<file path="src/rtl/uart_tx_param_pkg.sv">
// Shared UART definitions: parity modes, transmitter FSM states and the
// clocks-per-bit computation, reused by the future parametrised receiver.
package uart_tx_param_pkg;

    localparam int PARITY_NONE = 0;
    localparam int PARITY_ODD  = 1;
    localparam int PARITY_EVEN = 2;

    typedef enum logic [2:0] {
        ST_IDLE,
        ST_START,
        ST_DATA,
        ST_PAR,
        ST_STOP
    } tx_state_t;

    // Rounded clocks per bit: (clk_hz + baud/2) / baud.
    function automatic int uart_div(input int clk_hz, input int baud);
        return (clk_hz + baud / 2) / baud;
    endfunction

endpackage

</file>
<file path="src/rtl/uart_tx_param_if.sv">
// Host-side write port and serial line status of the parametrised UART Tx.
interface uart_tx_param_if #(
    parameter int DATA_BITS = 8
);
    logic                 wr_en;
    logic [DATA_BITS-1:0] wr_data;
    logic                 full;
    logic                 empty;
    logic                 ovf;
    logic                 tx;
    logic                 busy;
    logic                 done;

    modport master (
        output wr_en, wr_data,
        input  full, empty, ovf, tx, busy, done
    );

    modport slave (
        input  wr_en, wr_data,
        output full, empty, ovf, tx, busy, done
    );
endinterface

</file>
<file path="src/rtl/uart_tx_param_fifo.sv">
// Small synchronous write FIFO; a pop and a push in the same cycle are both
// honoured even when full, and a refused push raises a one-cycle ovf pulse.
module uart_tx_param_fifo #(
    parameter int WIDTH = 8,
    parameter int DEPTH = 4,
    localparam int AW   = $clog2(DEPTH)
) (
    input  logic             clk,
    input  logic             rst,
    input  logic             push,
    input  logic             pop,
    input  logic [WIDTH-1:0] wr_data,
    output logic [WIDTH-1:0] rd_data,
    output logic             full,
    output logic             empty,
    output logic             ovf,
    output logic [AW:0]      count
);
    logic [WIDTH-1:0] mem [DEPTH];
    logic [AW-1:0]    wr_ptr_reg;
    logic [AW-1:0]    rd_ptr_reg;
    logic [AW:0]      count_reg;
    logic             ovf_reg;
    logic             do_push;
    logic             do_pop;

    assign full    = (count_reg == (AW+1)'(DEPTH));
    assign empty   = (count_reg == '0);
    assign do_pop  = pop && !empty;
    assign do_push = push && (!full || do_pop);

    // Head entry is visible before the pop so the frame can start on that edge.
    assign rd_data = mem[rd_ptr_reg];
    assign count   = count_reg;
    assign ovf     = ovf_reg;

    always_ff @(posedge clk) begin
        if (do_push) begin
            mem[wr_ptr_reg] <= wr_data;
        end
    end

    always_ff @(posedge clk or negedge rst) begin
        if (!rst) begin
            wr_ptr_reg <= '0;
            rd_ptr_reg <= '0;
            count_reg  <= '0;
            ovf_reg    <= 1'b0;
        end else begin
            ovf_reg <= push && !do_push;
            if (do_push) begin
                wr_ptr_reg <= wr_ptr_reg + AW'(1);
            end
            if (do_pop) begin
                rd_ptr_reg <= rd_ptr_reg + AW'(1);
            end
            case ({do_push, do_pop})
                2'b10:   count_reg <= count_reg + (AW+1)'(1);
                2'b01:   count_reg <= count_reg - (AW+1)'(1);
                default: count_reg <= count_reg;
            endcase
        end
    end
endmodule

</file>
<file path="src/rtl/uart_tx_param.sv">
// Parametrised UART transmitter: write FIFO feeding a start/data/parity/stop
// framer with back-to-back frames and registered line outputs.
module uart_tx_param
    import uart_tx_param_pkg::*;
#(
    parameter int CLK_HZ     = 50_000_000,
    parameter int BAUD       = 9600,
    parameter int DATA_BITS  = 8,
    parameter int PARITY     = 0,
    parameter int STOP_BITS  = 1,
    parameter int FIFO_DEPTH = 4
) (
    input  logic            clk,
    input  logic            rst,
    uart_tx_param_if.slave  bus
);
    localparam int DIV = uart_div(CLK_HZ, BAUD);
    localparam int CW  = (DIV <= 2) ? 1 : $clog2(DIV);
    localparam int FAW = $clog2(FIFO_DEPTH);

    if (DATA_BITS < 5 || DATA_BITS > 9 || PARITY < 0 || PARITY > 2 ||
        (STOP_BITS != 1 && STOP_BITS != 2) || DIV < 2 ||
        FIFO_DEPTH < 2 || (FIFO_DEPTH & (FIFO_DEPTH - 1)) != 0) begin : g_bad_params
        $error("uart_tx_param: illegal parameter combination");
    end

    tx_state_t            state_reg;
    logic [CW-1:0]        baud_cnt_reg;
    logic [3:0]           bit_cnt_reg;
    logic                 stop_cnt_reg;
    logic [DATA_BITS-1:0] shreg_reg;
    logic                 par_reg;
    logic                 tx_reg;
    logic                 busy_reg;
    logic                 done_reg;

    logic [DATA_BITS-1:0] fifo_rd_data;
    logic                 fifo_full;
    logic                 fifo_empty;
    logic                 fifo_ovf;
    logic [FAW:0]         fifo_count;
    logic                 pop;
    logic                 baud_last;
    logic                 done_next;
    logic                 stop_last;
    logic                 par_calc;

    uart_tx_param_fifo #(
        .WIDTH (DATA_BITS),
        .DEPTH (FIFO_DEPTH)
    ) u_fifo (
        .clk     (clk),
        .rst     (rst),
        .push    (bus.wr_en),
        .pop     (pop),
        .wr_data (bus.wr_data),
        .rd_data (fifo_rd_data),
        .full    (fifo_full),
        .empty   (fifo_empty),
        .ovf     (fifo_ovf),
        .count   (fifo_count)
    );

    assign baud_last = (baud_cnt_reg == CW'(DIV - 1));
    assign done_next = (baud_cnt_reg == CW'(DIV - 2));
    assign stop_last = (stop_cnt_reg == 1'(STOP_BITS - 1));
    assign par_calc  = (PARITY == PARITY_EVEN) ? ^fifo_rd_data : ~^fifo_rd_data;

    // A pop happens from IDLE or on the very last stop clock, so queued frames abut.
    assign pop = (fifo_count != '0) &&
                 ((state_reg == ST_IDLE) || (state_reg == ST_STOP && stop_last && baud_last));

    always_ff @(posedge clk or negedge rst) begin
        if (!rst) begin
            state_reg    <= ST_IDLE;
            baud_cnt_reg <= '0;
            bit_cnt_reg  <= '0;
            stop_cnt_reg <= 1'b0;
            shreg_reg    <= '0;
            par_reg      <= 1'b0;
            tx_reg       <= 1'b1;
            busy_reg     <= 1'b0;
            done_reg     <= 1'b0;
        end else begin
            done_reg <= 1'b0;
            case (state_reg)
                ST_IDLE: begin
                    tx_reg       <= 1'b1;
                    busy_reg     <= 1'b0;
                    baud_cnt_reg <= '0;
                    if (pop) begin
                        shreg_reg <= fifo_rd_data;
                        par_reg   <= par_calc;
                        tx_reg    <= 1'b0;
                        busy_reg  <= 1'b1;
                        state_reg <= ST_START;
                    end
                end
                ST_START: begin
                    if (baud_last) begin
                        baud_cnt_reg <= '0;
                        bit_cnt_reg  <= '0;
                        tx_reg       <= shreg_reg[0];
                        state_reg    <= ST_DATA;
                    end else begin
                        baud_cnt_reg <= baud_cnt_reg + CW'(1);
                    end
                end
                ST_DATA: begin
                    if (baud_last) begin
                        baud_cnt_reg <= '0;
                        shreg_reg    <= shreg_reg >> 1;
                        if (bit_cnt_reg == 4'(DATA_BITS - 1)) begin
                            if (PARITY != PARITY_NONE) begin
                                tx_reg    <= par_reg;
                                state_reg <= ST_PAR;
                            end else begin
                                tx_reg       <= 1'b1;
                                stop_cnt_reg <= 1'b0;
                                state_reg    <= ST_STOP;
                            end
                        end else begin
                            bit_cnt_reg <= bit_cnt_reg + 4'd1;
                            tx_reg      <= shreg_reg[1];
                        end
                    end else begin
                        baud_cnt_reg <= baud_cnt_reg + CW'(1);
                    end
                end
                ST_PAR: begin
                    if (baud_last) begin
                        baud_cnt_reg <= '0;
                        tx_reg       <= 1'b1;
                        stop_cnt_reg <= 1'b0;
                        state_reg    <= ST_STOP;
                    end else begin
                        baud_cnt_reg <= baud_cnt_reg + CW'(1);
                    end
                end
                ST_STOP: begin
                    // done is registered one clock early so it coincides with the final stop clock.
                    if (stop_last && done_next) begin
                        done_reg <= 1'b1;
                    end
                    if (baud_last) begin
                        baud_cnt_reg <= '0;
                        if (!stop_last) begin
                            stop_cnt_reg <= stop_cnt_reg + 1'b1;
                        end else if (pop) begin
                            shreg_reg <= fifo_rd_data;
                            par_reg   <= par_calc;
                            tx_reg    <= 1'b0;
                            state_reg <= ST_START;
                        end else begin
                            tx_reg    <= 1'b1;
                            busy_reg  <= 1'b0;
                            state_reg <= ST_IDLE;
                        end
                    end else begin
                        baud_cnt_reg <= baud_cnt_reg + CW'(1);
                    end
                end
                default: state_reg <= ST_IDLE;
            endcase
        end
    end

    assign bus.tx    = tx_reg;
    assign bus.busy  = busy_reg;
    assign bus.done  = done_reg;
    assign bus.full  = fifo_full;
    assign bus.empty = fifo_empty;
    assign bus.ovf   = fifo_ovf;
endmodule

</file>
<file path="src/flat_wrapper.sv">
// flat-port wrapper written by rule: the top's interface ports become plain ports
module uart_tx_param_flat import uart_tx_param_pkg::*;
#(
    parameter int CLK_HZ     = 50_000_000,
    parameter int BAUD       = 9600,
    parameter int DATA_BITS  = 8,
    parameter int PARITY     = 0,
    parameter int STOP_BITS  = 1,
    parameter int FIFO_DEPTH = 4
)
  (clk, rst, bus_wr_en, bus_wr_data, bus_full, bus_empty, bus_ovf, bus_tx, bus_busy, bus_done);
  uart_tx_param_if #(.DATA_BITS(DATA_BITS)) bus_i ();
  input  logic clk;
  input  logic rst;
  input wire logic [$bits(bus_i.wr_en)-1:0] bus_wr_en;
  input wire logic [$bits(bus_i.wr_data)-1:0] bus_wr_data;
  output wire logic [$bits(bus_i.full)-1:0] bus_full;
  output wire logic [$bits(bus_i.empty)-1:0] bus_empty;
  output wire logic [$bits(bus_i.ovf)-1:0] bus_ovf;
  output wire logic [$bits(bus_i.tx)-1:0] bus_tx;
  output wire logic [$bits(bus_i.busy)-1:0] bus_busy;
  output wire logic [$bits(bus_i.done)-1:0] bus_done;
  assign bus_i.wr_en = bus_wr_en;
  assign bus_i.wr_data = bus_wr_data;
  assign bus_full = bus_i.full;
  assign bus_empty = bus_i.empty;
  assign bus_ovf = bus_i.ovf;
  assign bus_tx = bus_i.tx;
  assign bus_busy = bus_i.busy;
  assign bus_done = bus_i.done;
  uart_tx_param #(.CLK_HZ(CLK_HZ), .BAUD(BAUD), .DATA_BITS(DATA_BITS), .PARITY(PARITY), .STOP_BITS(STOP_BITS), .FIFO_DEPTH(FIFO_DEPTH)) u_core (.clk(clk), .rst(rst), .bus(bus_i));
endmodule
</file>
<file path="config.mk">
export PLATFORM = sky130hd
export DESIGN_NAME = uart_tx_param_flat
export DESIGN_NICKNAME = d
export VERILOG_FILES = /design/src/rtl/uart_tx_param_pkg.sv /design/src/rtl/uart_tx_param_if.sv /design/src/rtl/uart_tx_param_fifo.sv /design/src/rtl/uart_tx_param.sv /design/src/flat_wrapper.sv
export SDC_FILE = /design/constraint.sdc
export NUM_CORES = 1
export LEC_CHECK = 0
export CAP_MARGIN = 5
export CORE_MARGIN = 2
export CORE_UTILIZATION = 60
export CTS_CLUSTER_SIZE = 25
export DETAILED_ROUTE_END_ITERATION = 6
export GPL_TIMING_DRIVEN = 0
export PLACE_DENSITY = 0.8
export SYNTH_ARGS = -nofsm -noshare
export SYNTH_HDL_FRONTEND = slang
export SYNTH_SLANG_ARGS = --single-unit
</file>
<file path="constraint.sdc">
create_clock -name clk -period 2.85 [get_ports clk]
set_clock_uncertainty 0.1 [all_clocks]
set_input_delay 0.57 -clock clk [delete_from_list [all_inputs] [get_ports clk]]
set_output_delay 0.57 -clock clk [all_outputs]
set_load 0.05 [all_outputs]
</file>
==> impl_metrics.toml <==
[status]
status = "finished, final reports clean"

[cts]
cts-buffers-inserted = 9
clkTransAtPathRegs_ns = 0.09
clk_latency_ns = 0.35
cts_hold_buf = 0
htreeDepth = 3
cts_tree = "yes"
clock_sinks = 71
cts_root_buffer = "clkbuf_8"
clock_path_buffers = 2

[sta]
finalSetupViolCount = 0
period_share = 0.943
hold_viol = 0
slew_violations = 0
holdWs_ns = 0.226
final.min_clock_period_ns = 2.69
rsz0062_at_grt = "false"
slew_headroom = 0.419
tightest_slew_ns = 0.872
fmax_ghz = 0.372

[finish]
fin_nets = 325
fin_util = 0.701
fin_area_um2 = 3860
layout-drive-gt1-share = 0.164
antennaDiodeCount = 0
largest_reg_flops = 32
area_growth_pct = 13.0

[yosys]
syn_inst = 279
synth_fp_nets = 298
ys.flop_type = "dfrtp_1"
async_flop_share = 0.549
synth_top_area_share = 0.281
synth_seq_area_share = 0.567
synth_edf_count = 32
synth.most_common_cell = "dfrtp_1"
avgSynthCellArea_um2 = 12.3
synth_area_leaders = "edfxtp_1 (28%), dfrtp_1 (28%), mux4_2 (5.3%)"
yosysWarnings = 0
synth_seq_cells = 71
yosysUniqueCellTypes = 60
yosys.area.top_type = "edfxtp_1"
netlist_top_cells_count = "dfrtp_1 (38), edfxtp_1 (32), nor2_1 (24)"
syn_area_um2 = 3420

[pwr]
powerDensity_nw_per_um2 = 846
p_leak_uw = 0.00155
vdd_drop_max_mv = 0.483
fin_total_pwr_uw = 3270

[detailed_routing]
wl_per_cell_um = 16.6
wl_met2_mm = 3.21
drc = 0
drt-total-wl_mm = 6.35
vias = 2292
routed-wl-met3_um = 294
drtIter0Drc = 241
viasPerCell = 5.98
wl_met1_mm = 2.72
dr.pass1.iters = 4
top_layer = "met4"
postRouteAntennaNets = 0

[global_route]
grt_pass1_wl_mm = 10.8
grtUsageTotal = 0.228
grt_max_degree = 40
grt_pass1_vias = 2284
antenna_found_initial = 0
grt-ovfl-total = 0

[critical_path]
crit_fanout = 5
worst_ep_required_time_ns = 2.18
critPathKind = "register to primary output"
end_kind = "primary output"
rr_worst_depth = 10
start_kind = "register"
cp_data_arrival_time_ns = 2.02

[floorplanning]
dieArea_um2 = 6320
core_area_um2 = 5510
start_util = 0.621
die_x_um = 79.5
fp.dieH_um = 79.5
io_pins = 17
rows = 27

[job]
cap_violations = 0

[placement]
postPlaceCellArea_um2 = 3650
port_buffers = 15
gp_congestion = 0.796
hpwl_mm = 4.40

[hold_path]
hold_path.class = "primary input to async pin"
what timing repair did:
action                     4_1_cts  5_1_grt
buffers inserted                 0        1
gates resized for setup          2        4
pin swaps                        0        1
setup endpoints to repair        2        1
layout make-up:
cell class              count  area (um^2)
plain buffers              10         46.3
clock buffers               9          124
clock inverters             7         62.6
fillers                   391         1640
inverters                  15         56.3
multi-input cells         183         1390
flip-flops and latches     71         1940
well taps                  72         90.1
repair buffers             16          151
worst max-delay path, cell delays in order, from the launching register on:
cell and delay [ns]:
dfrtp_1 0.42, nor2_1 0.21, nand2_1 0.10, inv_1 0.12, clkdlybuf4s50_1 0.81
per-stage QoR:
stage,setup TNS [ns],setup slack (ns),instances
6_report,0,0.162,383
5_1_grt,0,0.0178,383
4_1_cts,0,0.0396,382
3_5_place_dp,-0.0751,-0.0751,366
3_3_place_gp,0,0.0125,366
2_1_floorplan,0,0.406,279
final timing paths:
path                                        start                      to  slack (ns)
setup / recovery           u_core.u_fifo.count[0]                bus_full        0.16
hold / removal                                rst  u_core.baud_cnt_reg[6]        0.23
setup reg to reg           u_core.baud_cnt_reg[0]  u_core.u_fifo.count[2]        0.20
hold reg to reg                     u_core.bus.tx           u_core.bus.tx        0.37
max in group asynchronous                     rst  u_core.baud_cnt_reg[1]        1.82
min in group clk                    u_core.bus.tx           u_core.bus.tx        0.37
routing by layer:
| metal | up-vias | global-route usage |
|---|---|---|
| li1 | 1086 | - |
| met1 | 1143 | 0.294 |
| met2 | 50 | 0.370 |
| met3 | 13 | 0.0566 |
| met4 | 0 | 0.0948 |
| met5 | - | 0 |
power breakdown:
part	leakage, uW	internal, uW	switching [uW]
logic	0.000674	439	564
clock network	0.0000863	333	424
registers	0.000787	1340	168
placed cells by master, fill, tap and decap left out, types with 3 or more instances in the layout:
cell type        count
a21oi_1              9
and2_1               4
and3b_1              3
and4_1               4
buf_2                8
clkbuf_8             9
clkdlybuf4s50_1     13
clkinvlp_4           3
dfrtp_1             36
edfxtp_1            32
ha_1                 6
inv_1               14
mux2i_1              3
mux4_2               8
nand2_1             22
nand2b_1             3
nand3_1              8
nand4_1              5
nor2_1              24
nor3_1               7
o21ai_0             12
o21ai_1              4
o22ai_1              7
xnor2_1              5
xor2_1               7
cells by family (layout without fill, tap and decap cells):
logic type,after synthesis,in the layout,synth area share
AND/OR/NAND/NOR,96,96,0.162
multiplexers,12,12,0.0648
buffers and inverters,25,57,0.0300
flip-flops,71,71,0.567
AO/OA/AOI/OAI,55,55,0.114
XOR/XNOR,12,12,0.0307
adder cells (fa/ha/maj),8,8,0.0315
Power figures use the tool's default switching activity.
==> patch 1, RTL diff (same settings) <==
Reset style: synchronous (`rst`), changed in 2 clocked blocks.
--- a/src/rtl/uart_tx_param_fifo.sv
+++ b/src/rtl/uart_tx_param_fifo.sv
@@ -40,7 +40,7 @@
         end
     end
 
-    always_ff @(posedge clk or negedge rst) begin
+    always_ff @(posedge clk) begin
         if (!rst) begin
             wr_ptr_reg <= '0;
             rd_ptr_reg <= '0;
--- a/src/rtl/uart_tx_param.sv
+++ b/src/rtl/uart_tx_param.sv
@@ -70,7 +70,7 @@
     assign pop = (fifo_count != '0) &&
                  ((state_reg == ST_IDLE) || (state_reg == ST_STOP && stop_last && baud_last));
 
-    always_ff @(posedge clk or negedge rst) begin
+    always_ff @(posedge clk) begin
         if (!rst) begin
             state_reg    <= ST_IDLE;
             baud_cnt_reg <= '0;
Formal check against the unedited RTL: differs if rst is asserted again (counterexample within 4 cycles, from zero or initial values and one cycle with rst low); with rst held inactive, the same outputs for 10 cycles.
==> patch 1 against the unedited design <==
  * Register-to-register slack better by 0.05 ns
  * Die area decreased by 0.28%
  * Sequential cell count up 2
  * Wire length is 5.9% higher
  * Power rose by 10%
  * Area after synthesis decreased by 0.29%
  * Design area is 1.7% higher
  * Worst setup slack improved by 0.086 ns
  * Critical path type is now reg -> reg
==> patch 1: results (changes against the unedited design) <==
----------------------------------------------------
[Global routing]
  Met2 usage ... 40.3% (+3.4 points)
  Vias in the first global route ... 2365 (+3.5%)
  Overall routing resource usage ... 23.5% (+0.74 points)
  Maximum number of pins on one net before global-route repair ... 14 (-65%)

[Layout]
  Non-clock buffering overhead in the final layout ... 6.88% (+1.8 points)
  Relative area of clock buffers and inverters in the final design ... 6.79% (+2.0 points)
  Fraction of standard cell area in multi-input logic ... 38.1% (+2.1 points)
  Number of multi-input combinational cells in the layout ... 200 (+9.3%)
  Sequential fraction of total cell area ... 45.4% (-4.9 points)
  Post-layout net count ... 344 (+5.8%)
  Plain + repair buffers ... 35 (+35%)
  Cell area after layout ... 3930 um2 (+1.7%)

[Placement]
  Routability Congestion ... 0.830 (+4.2%)
  Post-Place Worst Slack ... 0.268 ns (+0.343 ns)

[Synthesis]
  Synthesized-area fraction occupied by xor and xnor cells ... 0.771% (-2.3 points)
  Ranking of synthesized cells by area ... sky130_fd_sc_hd__edfxtp_1 (28%), sky130_fd_sc_hd__dfxtp_1 (24%), sky130_fd_sc_hd__mux4_2 (5.3%)
  Number of nets produced by synthesis ... 317 (+6.4%)
  Multiplexer fraction of the synthesized cell area ... 8.52% (+2.0 points)

[Setup path]
  Flop2flop setup slack ... 0.25 ns (+0.05 ns)
  Critical path peak fanout ... 10 (+5)
  Slowest cell on the critical path ... sky130_fd_sc_hd__dfxtp_1
  Critical Path AT ... 2.78 ns (+0.76 ns)

[Route]
  Total met3 wirelength after detailed routing ... 298 um (+1.4%)
  Avg Vias per Cell ... 5.99 (about the same)

[STA]
  Max Clk Rate ... 384 MHz (+3.3%)
  Worst-case headroom to the max-slew limit ... 63.5% (+22 points)

[Status]
  Outcome ... finished clean

[Hold path]
  Worst hold-check path type ... reg -> reg

[Power]
  Static power due to leakage ... 1.46 nW (-5.9%)

[Clocking]
  Num Clock Sinks ... 73 (+2.8%)

----------------------------------------------------
## patch 1: what timing repair did
action | CTS | global route
buffers inserted | 0 | 0
setup endpoints to repair | 1 | 1
resized for setup | 1 | 1
## patch 1: cells by family (layout without fill, tap and decap cells)
family,after synthesis,after routing
fa+ha+maj,8,8
xor+xnor,3,3
flops,73,73
buf+inv,25,57
mux,19,19
simple gates,107,107
compound gates,63,63
## patch 1: path summary, 6_finish.rpt
path | depth (start not counted) | start | endpoint
max | 8 | u_core.baud_cnt_reg[1] | u_core.u_fifo.count[2]
min | 2 | u_core.bit_cnt_reg[1] | u_core.bit_cnt_reg[1]
min reg2reg | 2 | u_core.bit_cnt_reg[1] | u_core.bit_cnt_reg[1]
max reg2reg | 8 | u_core.baud_cnt_reg[1] | u_core.u_fifo.count[2]
## patch 1: report_power, final
part / total (mW) / internal (mW) / switching, mW
Combinational: 1.21 / 0.479 / 0.729
Sequential: 1.33 / 1.24 / 0.0872
Clock: 1.07 / 0.671 / 0.399
Total: 3.61 / 2.39 / 1.22
==> patch 2, RTL diff (same flow settings) <==
Without the edit above. `FIFO_DEPTH` is set to 4 in 2 places; all go to 8.
--- a/src/rtl/uart_tx_param.sv
+++ b/src/rtl/uart_tx_param.sv
@@ -8,7 +8,7 @@
     parameter int DATA_BITS  = 8,
     parameter int PARITY     = 0,
     parameter int STOP_BITS  = 1,
-    parameter int FIFO_DEPTH = 4
+    parameter int FIFO_DEPTH = 8
 ) (
     input  logic            clk,
     input  logic            rst,
--- a/src/flat_wrapper.sv
+++ b/src/flat_wrapper.sv
@@ -6,7 +6,7 @@
     parameter int DATA_BITS  = 8,
     parameter int PARITY     = 0,
     parameter int STOP_BITS  = 1,
-    parameter int FIFO_DEPTH = 4
+    parameter int FIFO_DEPTH = 8
 )
   (clk, rst, bus_wr_en, bus_wr_data, bus_full, bus_empty, bus_ovf, bus_tx, bus_busy, bus_done);
   uart_tx_param_if #(.DATA_BITS(DATA_BITS)) bus_i ();
Check against the original RTL: not equivalent (Yosys sat finds a counterexample within 10 cycles, from zero or initial values and one cycle with rst low).
==> patch 2 against the unedited design <==
  * The run now ends with setup timing left
  * Wire length rose by 56%
  * Area after synthesis rose by 39%
  * Sequential share of layout area rose by 2.6 points
  * Die area is 37% higher
  * Power rose by 46%
  * Worst setup slack got worse by 0.38 ns
  * Sequential cell count grew 35
  * Design area grew 46%
  * Largest power group unchanged
==> patch 2: results (changes against the unedited design) <==
----------------------------------------------------
[Setup path]
  Timing endpoint of the critical path ... u_core.u_fifo.count[3]
  Critical path peak fanout ... 4 (-1)
  Delay contributed by the slowest stage of the critical path ... 0.48 ns (-0.33 ns)
  Critical path startpoint ... u_core.baud_cnt_reg[1]
  Slowest cell on the critical path ... sky130_fd_sc_hd__or4_4
  Critical Path AT ... 3.29 ns (+1.27 ns)
  Count of cells along the worst register-to-register path ... 11 (+1)
  Cell family with most CP delay ... simple AND/OR/NAND/NOR gates

[Placement]
  Routability Congestion ... 0.813 (+2.2%)
  HPWL after detailed placement ... 5980 um (+36%)

[Global routing]
  Global-route wire length before repair ... 15700 um (+45%)
  Overall routing resource usage ... 24.5% (+1.7 points)
  Maximum number of pins on one net before global-route repair ... 25 (-38%)

[Clocking]
  Clock-pin slew on the worst setup and hold paths ... 0.11 ns (+0.02 ns)
  Insertion delay of the later-clocked pin in the worst-skew pair ... 0.39 ns (+0.04 ns)

[Synthesis]
  Ranking of synthesized cells by area ... sky130_fd_sc_hd__edfxtp_1 (41%), sky130_fd_sc_hd__dfrtp_1 (22%), sky130_fd_sc_hd__mux4_2 (7.6%)
  Top cells by count, synth ... sky130_fd_sc_hd__edfxtp_1 (64), sky130_fd_sc_hd__dfrtp_1 (41), sky130_fd_sc_hd__nand2_1 (26)
  Number of nets produced by synthesis ... 360 (+21%)
  Library cells used by synthesis ... 54 (-10%)
  Mapped Avg Cell Area ... 13.9 um2 (+14%)
  Synth async-reset ratio ... 39.6% (-15 points)
  Main synth FF type ... sky130_fd_sc_hd__edfxtp_1
  Number of enable flip-flop cells after synthesis ... 64 (+100%)

[Status]
  Outcome ... finished with violations
  Violated checks ... setup timing

[STA]
  Fin worst setup slack ... -0.217 ns (-0.378 ns)
  Count of endpoints failing setup in the final report ... 6 (+6)
  Final setup TNS ... -0.266 ns (-0.266 ns)
  Slew of the pin with the lowest slew margin ... 1.12 ns (+0.246 ns)

[Route]
  Avg Vias per Cell ... 6.16 (+3.0%)
  Wire length after detailed routing ... 9890 um (+56%)

[Layout]
  Largest register FFs ... 64 (+100%)
  Post-layout net count ... 409 (+26%)
  Number of filler cells placed in the layout ... 489 (+25%)

[Power]
  Net switching power figure ... 1.69 mW (+46%)
  Static power due to leakage ... 2.04 nW (+32%)

----------------------------------------------------
==> patch 2: cell count changes after synthesis, sizes merged, moves of 5 or more <==
| cell | before | now |
|---|---|---|
| xor2 | 7 | 1 |
| edfxtp | 32 | 64 |
| xnor2 | 5 | 10 |
| nand3 | 8 | 14 |
| mux2i | 3 | 10 |
| mux4 | 8 | 16 |
| o22ai | 7 | 1 |
| a221o | 0 | 6 |
==> patch 2: per-stage QoR <==
step | total power, mW | setup slack [ns]
2_1_floorplan | 3.17 | -0.180
3_3_place_gp | 3.47 | -0.740
3_5_place_dp | 3.54 | -0.724
4_1_cts | 4.66 | -0.189
5_1_grt | 5.00 | -0.317
6_report | 4.78 | -0.217
==> patch 2: how the worst min path moves through the flow <==
stage | end | slack (ns) | cells after the start
floorplan | u_core.baud_cnt_reg[0] | 0.17 | 0
global placement | u_core.bus.tx | 0.35 | 2
detailed placement | u_core.bus.tx | 0.36 | 2
CTS | u_core.baud_cnt_reg[9] | 0.03 | 1
global route | u_core.baud_cnt_reg[8] | 0.05 | 1
finish | u_core.baud_cnt_reg[9] | 0.03 | 1
==> patch 2: cell families after synthesis <==
kind of cell / share of synthesized area, %
AOI/OAI and AO/OA: 7.52
xor gates and xnor gates: 2.03
adders and majority gates: 2.27
buffers and inverters: 2.16
DFF: 62.7
muxes: 10.9
and+or+nand+nor: 12.4
==> patch 2: layout make-up <==
cell class              instances  area, um2  share of cell area [%]
flip-flops and latches        106       2970                    52.8
clock inverters                 7       88.8                    1.58
repair buffers                 38        394                    7.00
clock buffers                   9        124                    2.20
multi-input cells             211       1810                    32.2
plain buffers                  11       58.8                    1.04
well taps                     102        128                    2.27
inverters                      13       48.8                   0.867
==> patch 2: timing repair <==
| item | in CTS | in global routing |
|---|---|---|
| resized for setup | 22 | 11 |
| setup buffers | 13 | 8 |
| pin swaps | 11 | 8 |
| hold endpoints to repair | 0 | 0 |
| endpoints found under the setup margin | 69 | 58 |
==> patch 2: per-layer routing <==
layer / vias to the layer above / part of all wire, % / track usage, %
met5: - / 0 / 0
met2: 72 / 51 / 40.5
met3: 20 / 4.1 / 3.91
li1: 1401 / - / -
met1: 1569 / 43 / 32.2
met4: 0 / 2.3 / 11.0
==> patch 2: power by group through the flow <==
stage	Clock (mW)	Sequential, mW	Combinational [mW]
floorplan	0	2.20	0.966
global placement	0	2.19	1.28
detailed placement	0	2.21	1.33
CTS	0.963	2.20	1.50
global route	1.03	2.25	1.72
finish	0.964	2.22	1.60
==> patch 2: worst reg2reg max path, delay by kind of cell (launching register included) <==
family          cells  cell delay, ns
flops               1            0.43
compound gates      3            0.79
simple gates        5            1.12
buf+inv             1            0.14
fa+ha+maj           2            0.43
